--- src/rtl/cache_pkg.sv ---
// Shared definitions for the cache refill path.
// Holds the default cache geometry, the main-memory size, the bit positions
// of the fields within a 32-bit word address, and the refill FSM state type.
package cache_pkg;

    localparam int ADDR_W     = 32;
    localparam int LINE_WORDS = 16;
    localparam int INDEX_W    = 8;
    localparam int TAG_W      = 20;
    localparam int OFFSET_W   = 4;
    localparam int MEM_DEPTH  = 30000;

    // Word-address field positions: tag [31:12], index [11:4], offset [3:0].
    localparam int OFFSET_LSB = 0;
    localparam int INDEX_LSB  = OFFSET_LSB + OFFSET_W;
    localparam int TAG_LSB    = INDEX_LSB + INDEX_W;

    typedef enum logic [2:0] {
        ST_IDLE,
        ST_ISSUE,
        ST_WAIT,
        ST_TAG,
        ST_DONE
    } refill_state_t;

endpackage

--- src/rtl/cache_refill_ctrl.sv ---
// Cache line refill controller.
// Accepts a miss request, fetches the whole line one word at a time from
// main memory (one read outstanding), writes each returned word into the
// cache data array, and only then writes the tag with its valid bit so a
// partially filled line can never hit. Requests whose line lies beyond the
// end of main memory are rejected with an err pulse.
//
// Ports:
//   clk, rst         clock, asynchronous active-high reset
//   req_valid/ready  miss request handshake; req_addr is the missing word address
//   mem_rd_en        one-cycle read strobe, mem_addr is the word to read
//   mem_rd_valid     read data return, mem_rd_data is the word
//   line_wr_en       data-array write of line_wr_data at line_index/line_offset
//   tag_wr_en        tag-array write of tag_wr_data (valid set) at line_index
//   done             one-cycle pulse when the refill is complete
//   err              one-cycle pulse when a request is rejected as out of range
module cache_refill_ctrl
    import cache_pkg::*;
#(
    parameter int LINE_WORDS = cache_pkg::LINE_WORDS,
    parameter int INDEX_W    = cache_pkg::INDEX_W,
    parameter int TAG_W      = cache_pkg::TAG_W,
    parameter int MEM_DEPTH  = cache_pkg::MEM_DEPTH
) (
    input  logic                clk,
    input  logic                rst,
    input  logic                req_valid,
    input  logic [31:0]         req_addr,
    output logic                req_ready,
    output logic                mem_rd_en,
    output logic [31:0]         mem_addr,
    input  logic                mem_rd_valid,
    input  logic [31:0]         mem_rd_data,
    output logic                line_wr_en,
    output logic [INDEX_W-1:0]  line_index,
    output logic [3:0]          line_offset,
    output logic [31:0]         line_wr_data,
    output logic                tag_wr_en,
    output logic [TAG_W-1:0]    tag_wr_data,
    output logic                done,
    output logic                err
);

    localparam int                 TAG_LSB_L = INDEX_LSB + INDEX_W;
    localparam logic [OFFSET_W-1:0] LAST_OFF = OFFSET_W'(LINE_WORDS - 1);
    localparam logic [31:0]        DEPTH_L   = 32'(MEM_DEPTH);

    refill_state_t         state_reg, state_next;
    logic [OFFSET_W-1:0]   cnt_reg, cnt_next;
    logic [TAG_W-1:0]      tag_reg, tag_next;
    logic [INDEX_W-1:0]    index_reg, index_next;
    logic                  err_reg, err_next;

    logic [TAG_W-1:0]      req_tag;
    logic [INDEX_W-1:0]    req_index;
    logic [31:0]           req_line_last;
    logic                  req_out_of_range;

    // The offset of the missing word is irrelevant: the whole line is fetched.
    logic unused_offset;
    assign unused_offset = ^req_addr[OFFSET_W-1:0];

    assign req_tag   = req_addr[TAG_LSB_L +: TAG_W];
    assign req_index = req_addr[INDEX_LSB +: INDEX_W];

    // A line is refillable only if its last word exists in main memory.
    assign req_line_last    = 32'({req_tag, req_index, LAST_OFF});
    assign req_out_of_range = (req_line_last >= DEPTH_L);

    always_ff @(posedge clk or posedge rst) begin
        if (rst) begin
            state_reg <= ST_IDLE;
            cnt_reg   <= '0;
            tag_reg   <= '0;
            index_reg <= '0;
            err_reg   <= 1'b0;
        end else begin
            state_reg <= state_next;
            cnt_reg   <= cnt_next;
            tag_reg   <= tag_next;
            index_reg <= index_next;
            err_reg   <= err_next;
        end
    end

    always_comb begin
        state_next   = state_reg;
        cnt_next     = cnt_reg;
        tag_next     = tag_reg;
        index_next   = index_reg;
        err_next     = 1'b0;
        req_ready    = 1'b0;
        mem_rd_en    = 1'b0;
        mem_addr     = '0;
        line_wr_en   = 1'b0;
        line_wr_data = '0;
        tag_wr_en    = 1'b0;
        done         = 1'b0;

        case (state_reg)
            ST_IDLE: begin
                req_ready = 1'b1;
                if (req_valid) begin
                    if (req_out_of_range) begin
                        // Rejected requests leave the latched line untouched.
                        err_next = 1'b1;
                    end else begin
                        tag_next   = req_tag;
                        index_next = req_index;
                        cnt_next   = '0;
                        state_next = ST_ISSUE;
                    end
                end
            end
            ST_ISSUE: begin
                mem_rd_en  = 1'b1;
                mem_addr   = 32'({tag_reg, index_reg, cnt_reg});
                state_next = ST_WAIT;
            end
            ST_WAIT: begin
                // Return data goes straight to the data array in the same cycle.
                if (mem_rd_valid) begin
                    line_wr_en   = 1'b1;
                    line_wr_data = mem_rd_data;
                    if (cnt_reg == LAST_OFF) begin
                        state_next = ST_TAG;
                    end else begin
                        cnt_next   = cnt_reg + 1'b1;
                        state_next = ST_ISSUE;
                    end
                end
            end
            ST_TAG: begin
                tag_wr_en  = 1'b1;
                state_next = ST_DONE;
            end
            ST_DONE: begin
                done       = 1'b1;
                state_next = ST_IDLE;
            end
            default: begin
                state_next = ST_IDLE;
            end
        endcase
    end

    assign line_index  = index_reg;
    assign line_offset = 4'(cnt_reg);
    assign tag_wr_data = tag_reg;
    assign err         = err_reg;

endmodule

--- config.mk ---
export PLATFORM = sky130hd
export DESIGN_NAME = cache_refill_ctrl
export DESIGN_NICKNAME = d
export VERILOG_FILES = /design/src/rtl/cache_pkg.sv /design/src/rtl/cache_refill_ctrl.sv
export SDC_FILE = /design/constraint.sdc
export NUM_CORES = 1
export LEC_CHECK = 0
export CORE_MARGIN = 1.5
export CORE_UTILIZATION = 29
export CTS_BUF_LIST = sky130_fd_sc_hd__clkbuf_2
export DETAILED_ROUTE_END_ITERATION = 12
export PLACE_DENSITY = 0.78
export SYNTH_ARGS = -nofsm -noshare
export SYNTH_HDL_FRONTEND = slang
export SYNTH_SLANG_ARGS = --single-unit
--- constraint.sdc ---
create_clock -name clk -period 1.6 [get_ports clk]
set_input_delay 0.16 -clock clk [delete_from_list [all_inputs] [get_ports clk]]
set_output_delay 0.16 -clock clk [all_outputs]
set_load 0.05 [all_outputs]
==> results of run 1 <==
## routing by layer
layer,up-vias,global-route usage (%),routed length [um]
met2,128,44.9,5310
met1,1233,27.1,3740
met5,-,0,0
met3,17,5.60,528
li1,1099,-,-
met4,0,6.45,197
## worst max-delay path by stage
stage,endpoint,start,slack [ps]
2_1_floorplan,line_index[0],state_reg[0],-350
3_3_place_gp,line_index[6],req_addr[16],-420
3_5_place_dp,line_index[1],req_addr[24],-470
4_1_cts,line_wr_data[31],state_reg[2],-330
5_1_grt,line_wr_data[25],state_reg[0],-470
6_report,mem_addr[5],state_reg[2],-450
## critical path: cells and delay by family, from the launching register on
family / cells / cell delay [ps]
simple gates: 2 / 430
buf+inv: 4 / 600
flops: 1 / 460
## synthesized netlist by cell type, types with 4 or more instances
master	n	share of area [%]
clkbuf_1	10	1.9
dfrtp_1	36	46
nor2b_1	17	5.5
mux2_2	11	6.4
nor2_1	4	0.77
nand2_1	4	0.77
and2_1	33	11
and3_1	33	11
## power groups by stage
stage | clock network, mW | logic [mW] | registers, mW
3_5_place_dp | 0 | 1.04 | 1.05
6_report | 0.445 | 1.34 | 1.05
2_1_floorplan | 0 | 0.356 | 1.19
3_3_place_gp | 0 | 1.01 | 1.05
4_1_cts | 0.434 | 1.21 | 1.04
5_1_grt | 0.482 | 1.38 | 1.06
## stage by stage
stage	power, mW	cell area [um^2]	setup slack, ps
2_1_floorplan	1.55	2050	-346
3_3_place_gp	2.06	4530	-420
3_5_place_dp	2.09	4530	-471
4_1_cts	2.68	5070	-326
5_1_grt	2.92	5330	-474
6_report	2.83	5330	-451
## layout make-up
cell class | instances | area, um^2 | share of cell area [%]
repair buffers | 224 | 2940 | 55.2
multi-input cells | 139 | 1330 | 25.0
flip-flops and latches | 36 | 902 | 16.9
well taps | 77 | 96.3 | 1.81
clock buffers | 5 | 25.0 | 0.470
clock inverters | 3 | 17.5 | 0.329
inverters | 3 | 11.3 | 0.211
## repair_timing
action,CTS,global route
setup buffers,16,14
hold buffers,0,0
setup endpoints to repair,78,101
pin swaps,27,20
resized for setup,95,29
gates cloned,6,3
## kinds of logic after synthesis
| group | count (synthesis) | share of synthesized area (%) |
|---|---|---|
| multiplexers | 11 | 6.39 |
| XOR/XNOR | 1 | 0.452 |
| buffers and inverters | 17 | 3.87 |
| flip-flops | 36 | 46.5 |
| AO/OA/AOI/OAI | 9 | 3.36 |
| AND/OR/NAND/NOR | 117 | 38.8 |
| adder cells (fa/ha/maj) | 1 | 0.645 |
==> impl_metrics.yaml, run 1 <==
critical_path:
  rr_worst_depth: 8
  slowest_stage: "dfrtp_1"
  end_kind: "output port"
  critical_path_class: "reg2out"
  crit_top_cell: "buf_6"
  r2r_slack_ps: -290
  startpoint_type: "flip-flop"
  required_ps: 1440
  critPathMaxStageDelay_ps: 460
  timing.rr.start: "state_reg[2]"
  crit_chain: "buf_6 > nor3b_4 > buf_6 > buf_16 > and2_4 > buf_12"
  r2r-end: "tag_wr_data[2]"
  path_max_fanout: 8
  worst_ep_arrival_time_ps: 1890
final_layout:
  n_fill_cell: 306
  n_antenna_cell: 0
  areaGrowthSynthToFinish_pct: 175
  final_core_util_pct: 83.4
  final_layout_size_suffix_gt1_share_pct: 63.2
  final_common_cell: "buf_12"
  layout.cells.non_filler: 487
  final_cell_mix: "buf_12 (72), clkdlybuf4s50_1 (63), buf_4 (61), dfrtp_1 (35), and2_4 (33)"
  largest_reg_flops: 20
  fin_nets: 478
clocking:
  clk_latency_ps: 400
  cts_tree: "yes"
  cts.sinks: 36
  numCtsBuffers: 5
  clock-root-buffer: "clkbuf_2"
  cts.clk_slew.worst_paths_ps: 210
  htreeDepth: 2
  cts_buffer_depth: 2
global_route:
  grt_pass1_vias: 2541
  grt_max_degree: 33
  antenna_found_initial: 0
  grt_overflow: 0
  grt_pass1_wl_mm: 13.4
  grt_usage_pct: 24.0
timing:
  slew_violations: 0
  timing_hold_violations_final: 0
  max_freq_mhz: 488
  setup_viol: 101
  worst_pin_slew_ps: 429
  fin_hold_ws_ps: 85.3
  fin_crit_ps: 2050
  relSlewSlack_pct: 71.0
  fin_setup_tns_ps: -34660
  fin_crit_sh_pct: 128
  setup_ws_ps: -451
  rsz0062_at_grt: "yes"
  final.setup_skew_ps: 11.3
routing:
  drt-total-wl_mm: 9.78
  viasPerCell: 5.09
  first_pass_iters: 4
  ant_nets: 0
  vias: 2477
  drc: 0
  wire_per_inst_um: 20.1
  drtIter0Drc: 94
die:
  rows: 29
  initial_core_util_pct: 30.3
  die_w_um: 84.8
  core-area_um2: 6390
  io_pins: 170
  die_area_um2: 7180
  die_h_um: 84.8
pwr:
  p_leak_nw: 2.41
  p_sw_share_pct: 39.2
  p_int_mw: 1.72
  power_frac_clock_pct: 15.7
  pwr-share-comb_pct: 47.2
  pwr-share-seq_pct: 37.1
  ir_drop_mv: 0.549
  switchingPower_mw: 1.11
  power_per_cell_area_nw_per_um2: 532
yosys:
  yosys_warnings: 0
  syn_nets: 261
  synth_cells: 192
  ys.flop_type: "dfrtp_1"
  synth_edf_count: 0
  seq_area_frac_synth_pct: 46.5
  synth-async-reset-ratio_pct: 100
  postSynthAreaPerCell_um2: 10.1
  synth_seq_cells: 36
  synth_area_um2: 1940
  synth_cell_types: 35
worst_hold_path:
  hp-class: "in2async"
job:
  max-cap-violations: 0
run_status:
  violations: "setup timing"
  outcome: "complete, but fails checks"
placed_design:
  portBuffers: 165
  hpwl_mm: 5.61
  gp_congestion: 0.781
  place_inst: 443
Note: power is estimated with default switching activity, not from simulation.
==> inputs of run 2 (changes only) <==
CORE_MARGIN = default   (was 1.5)
GPL_ROUTABILITY_DRIVEN = 0   (was default)
==> impl_metrics.yaml, run 2 (synthesis gave the netlist of run 1 again) <==
clocking:
  numCtsBuffers: 5
  htreeDepth: 2
  cts_tree: "yes"
  clk_latency_ps: 360
  cts.sinks: 36
  clock-root-buffer: "clkbuf_2"
  cts_buffer_depth: 2
  cts.clk_slew.worst_paths_ps: 170
critical_path:
  rr_worst_depth: 7
  path_max_fanout: 8
  end_kind: "flip-flop"
  startpoint_type: "flip-flop"
  r2r-end: "line_index[2]"
  required_ps: 1870
  critical_path_class: "reg2reg"
  r2r_slack_ps: -380
  worst_ep_arrival_time_ps: 2240
  timing.rr.start: "state_reg[0]"
routing:
  drc: 0
  vias: 2397
  wire_per_inst_um: 18.3
  first_pass_iters: 4
  drtIter0Drc: 86
  ant_nets: 0
  drt-total-wl_mm: 8.76
  viasPerCell: 4.99
timing:
  setup_ws_ps: -377
  worst_pin_slew_ps: 455
  max_freq_mhz: 506
  relSlewSlack_pct: 69.7
  fin_crit_sh_pct: 124
  slew_violations: 0
  setup_viol: 99
  rsz0062_at_grt: "yes"
  timing_hold_violations_final: 0
  final.setup_skew_ps: 10.6
  fin_crit_ps: 1980
final_layout:
  final_core_util_pct: 80.9
  n_fill_cell: 339
  multi_input_area_um2: 1320
  final_layout_size_suffix_gt1_share_pct: 62.0
  areaGrowthSynthToFinish_pct: 167
  layout.cells.non_filler: 480
  final_common_cell: "buf_12"
  largest_reg_flops: 20
  n_antenna_cell: 0
  fin_nets: 472
  final_cell_mix: "buf_12 (69), clkdlybuf4s50_1 (63), buf_4 (62), dfrtp_1 (35), and2_4 (33)"
  seq_area_um2: 902
pwr:
  p_sw_share_pct: 37.7
  p_int_mw: 1.66
  pwr-share-seq_pct: 39.4
  switchingPower_mw: 1.00
  ir_drop_mv: 0.391
  power_per_cell_area_nw_per_um2: 516
  pwr-share-comb_pct: 46.8
  power_frac_clock_pct: 13.7
  p_leak_nw: 2.35
global_route:
  grt_max_degree: 37
  antenna_found_initial: 0
  grt_pass1_vias: 2440
  grt_overflow: 0
  grt_usage_pct: 22.9
  grt_pass1_wl_mm: 12.6
die:
  die_h_um: 83.8
  io_pins: 170
  rows: 29
  die_w_um: 83.8
  core-area_um2: 6390
  die_area_um2: 7010
  initial_core_util_pct: 30.3
job:
  max-cap-violations: 0
placed_design:
  place_ws_ps: -468
  place_inst: 444
  portBuffers: 165
  hpwl_mm: 5.76
worst_hold_path:
  hp-class: "in2async"
run_status:
  violations: "setup timing"
  outcome: "complete, but fails checks"
run 2: cell count changes in the layout (fill, tap and decap cells not counted), moves of 2 or more:
cell / delta
mux2_4: -2
buf_8: +2
clkbuf_16: -2
mux2_2: +2
buf_12: -3
buf_6: -3
run 2: power groups by stage:
stage          Combinational, mW  Clock (mW)  Sequential, mW
2_1_floorplan              0.356           0            1.19
3_3_place_gp                1.01           0            1.05
3_5_place_dp                1.03           0            1.06
4_1_cts                     1.16       0.370            1.04
5_1_grt                     1.30       0.433            1.06
6_report                    1.25       0.367            1.05
run 2: critical path, stage by stage, from the launching register on:
cell and delay (ps):
dfrtp_2 460, buf_4 150, nor3_4 200, nand2_2 130, nor4_4 300, buf_4 170, clkbuf_16 140, mux2_2 320
run 2: worst max path at each step:
stage / start / to / cells after the start
2_1_floorplan: state_reg[0] / line_index[0] / 5
3_5_place_dp: req_addr[25] / line_index[7] / 6
4_1_cts: state_reg[0] / line_wr_data[2] / 6
3_3_place_gp: req_addr[16] / line_index[5] / 6
5_1_grt: state_reg[2] / line_wr_data[18] / 6
6_report: state_reg[0] / line_index[2] / 7
run 2: metrics by stage:
step	total power, mW	hold slack [ps]	TNS, ps	instance area, um^2
after floorplan	1.55	312	-12540	2050
after global placement	2.06	502	-10950	4530
after detailed placement	2.08	502	-12180	4530
after CTS	2.56	195	-24280	4940
after global routing	2.79	168	-37530	5170
final	2.67	192	-29460	5170
run 2: metal layers:
metal	vias to the layer above	GRT usage, %	wire length [um]
met5	-	0	0
met4	0	7.24	252
met3	22	6.43	550
met2	126	43.8	4820
met1	1158	24.0	3140
li1	1091	-	-
run 2: final cells by class:
type / instances / area share [%]
sequential: 36 / 17.5
multi-input combinational: 139 / 25.5
tap: 77 / 1.86
timing repair buffer: 218 / 54.3
clock inverter: 2 / 0.145
clock buffer: 5 / 0.484
inverter: 3 / 0.218
run 2: repair_timing:
item                                    in CTS  in global routing
gates resized for setup                     62                 56
setup buffers                               10                 10
pin swaps                                   29                  7
hold buffers                                 0                  0
gates cloned                                 7                  3
endpoints found under the setup margin      79                100
==> inputs of run 3 (changes only) <==
PLACE_DENSITY = 0.83   (was 0.78)
==> impl_metrics.yaml, run 3 (synthesis gave the netlist of run 1 again) <==
global_route:
  antenna_found_initial: 0
  grt_max_degree: 33
  grt_overflow: 0
  grt_pass1_vias: 2365
  grt_pass1_wl_mm: 12.5
  grt_usage_pct: 23.1
die:
  rows: 29
  die_w_um: 83.8
  die_area_um2: 7010
  io_pins: 170
  core-area_um2: 6390
  die_h_um: 83.8
  initial_core_util_pct: 30.3
job:
  max-cap-violations: 0
critical_path:
  timing.rr.start: "state_reg[1]"
  path_max_fanout: 5
  startpoint_type: "flip-flop"
  critPathMaxStageDelay_ps: 450
  crit_cells: 6
  cp-startpoint: "state_reg[1]"
  crit_family: "buffers and inverters"
  crit_buf_inv: 4
  rr_worst_depth: 8
  crit_top_cell: "buf_4"
  slowest_stage: "dfrtp_1"
  r2r-end: "line_index[0]"
  end_kind: "output port"
  worst_ep_arrival_time_ps: 1840
  cp-endpoint: "line_wr_data[23]"
  critical_path_class: "reg2out"
  required_ps: 1440
  crit_chain: "buf_6 > nor3b_4 > buf_4 > buf_4 > and3_4 > buf_12"
  r2r_slack_ps: -390
final_layout:
  largest_reg_flops: 20
  final_core_util_pct: 80.8
  areaGrowthSynthToFinish_pct: 166
  finalInstanceArea_um2: 5160
  final_common_cell: "buf_12"
  final_cell_mix: "buf_12 (71), clkdlybuf4s50_1 (63), buf_4 (58), dfrtp_1 (34), and2_4 (23)"
  final_layout_size_suffix_gt1_share_pct: 62.9
  n_antenna_cell: 0
  fin_nets: 470
pwr:
  p_leak_nw: 2.36
  total_power_mw: 2.84
  power_per_cell_area_nw_per_um2: 551
  ir_drop_mv: 1.02
routing:
  drtIter0Drc: 84
  first_pass_iters: 4
  drc: 0
  vias: 2371
  drt-total-wl_mm: 8.95
  viasPerCell: 4.95
  ant_nets: 0
  wire_per_inst_um: 18.7
clocking:
  cts.clk_slew.worst_paths_ps: 200
  htreeDepth: 2
  cts_tree: "yes"
  cts_buffer_depth: 2
  clock-root-buffer: "clkbuf_2"
  cts.sinks: 36
  numCtsBuffers: 5
  clk_latency_ps: 380
timing:
  worst_pin_slew_ps: 457
  fin_hold_ws_ps: 87.1
  slew_violations: 0
  timing_hold_violations_final: 0
  setup_viol: 100
  rsz0062_at_grt: "yes"
  fin_crit_sh_pct: 125
  fin_crit_ps: 2000
  setup_ws_ps: -403
  max_freq_mhz: 499
  relSlewSlack_pct: 69.4
  final.setup_skew_ps: 14.4
worst_hold_path:
  hp-class: "in2async"
placed_design:
  hpwl_mm: 5.64
  portBuffers: 165
  placed_area_um2: 4570
  place_ws_ps: -509
run_status:
  violations: "setup timing"
  outcome: "complete, but fails checks"
run 3: changes by cell type in the layout (fill, tap and decap cells not counted), moves of 2 or more:
| cell | previous run | this run |
|---|---|---|
| and2_2 | 0 | 10 |
| clkinv_1 | 2 | 0 |
| buf_6 | 17 | 19 |
| and2_4 | 33 | 23 |
| and3_4 | 32 | 22 |
| and3_2 | 0 | 10 |
| buf_4 | 62 | 58 |
| buf_12 | 69 | 71 |
run 3: power by group:
part           internal, mW  leakage (nW)  switching [mW]  total [mW]
combinational         0.596          1.83           0.622        1.22
sequential            0.960         0.493          0.0864        1.05
clock                 0.261        0.0390           0.316       0.577
run 3: worst min path at each step:
stage                       to            start  cells past startpoint  slack [ps]
6_report         line_index[3]              rst                      3          90
5_1_grt          line_index[3]              rst                      3          70
4_1_cts          line_index[3]              rst                      3          70
3_5_place_dp     line_index[3]              rst                      3         510
3_3_place_gp   tag_wr_data[15]  tag_wr_data[15]                      1         500
2_1_floorplan    line_index[0]      req_addr[4]                      1         310
run 3: layout make-up:
type / instances / area [um^2]
clock buffer: 5 / 25.0
clock inverter: 3 / 42.5
fill: 337 / 1230
inverter: 3 / 11.3
multi-input combinational: 139 / 1280
sequential: 36 / 903
tap: 77 / 96.3
timing repair buffer: 216 / 2800
run 3: per-layer routing:
layer / global-route usage, % / part of all wire, %
met2: 44.3 / 56
met4: 6.78 / 3.3
met5: 0 / 0
met1: 25.2 / 36
met3: 4.85 / 4.7
run 3: timing repair:
action	CTS	global route
pin swaps	13	28
gates cloned	5	1
endpoints found under the setup margin	79	102
gates resized for setup	76	24
hold endpoints to repair	0	0
hold buffers	0	0
setup buffers	13	9
run 3: tightest hold or removal path: stages:
cell             delay, ps
clkdlybuf4s50_1        400
inv_1                   70
buf_4                  240
run 3: stage by stage:
stage | std cells | setup TNS (ps)
floorplan | 192 | -12540
global placement | 447 | -10760
detailed placement | 447 | -13500
CTS | 472 | -20940
global route | 479 | -38580
finish | 479 | -32360
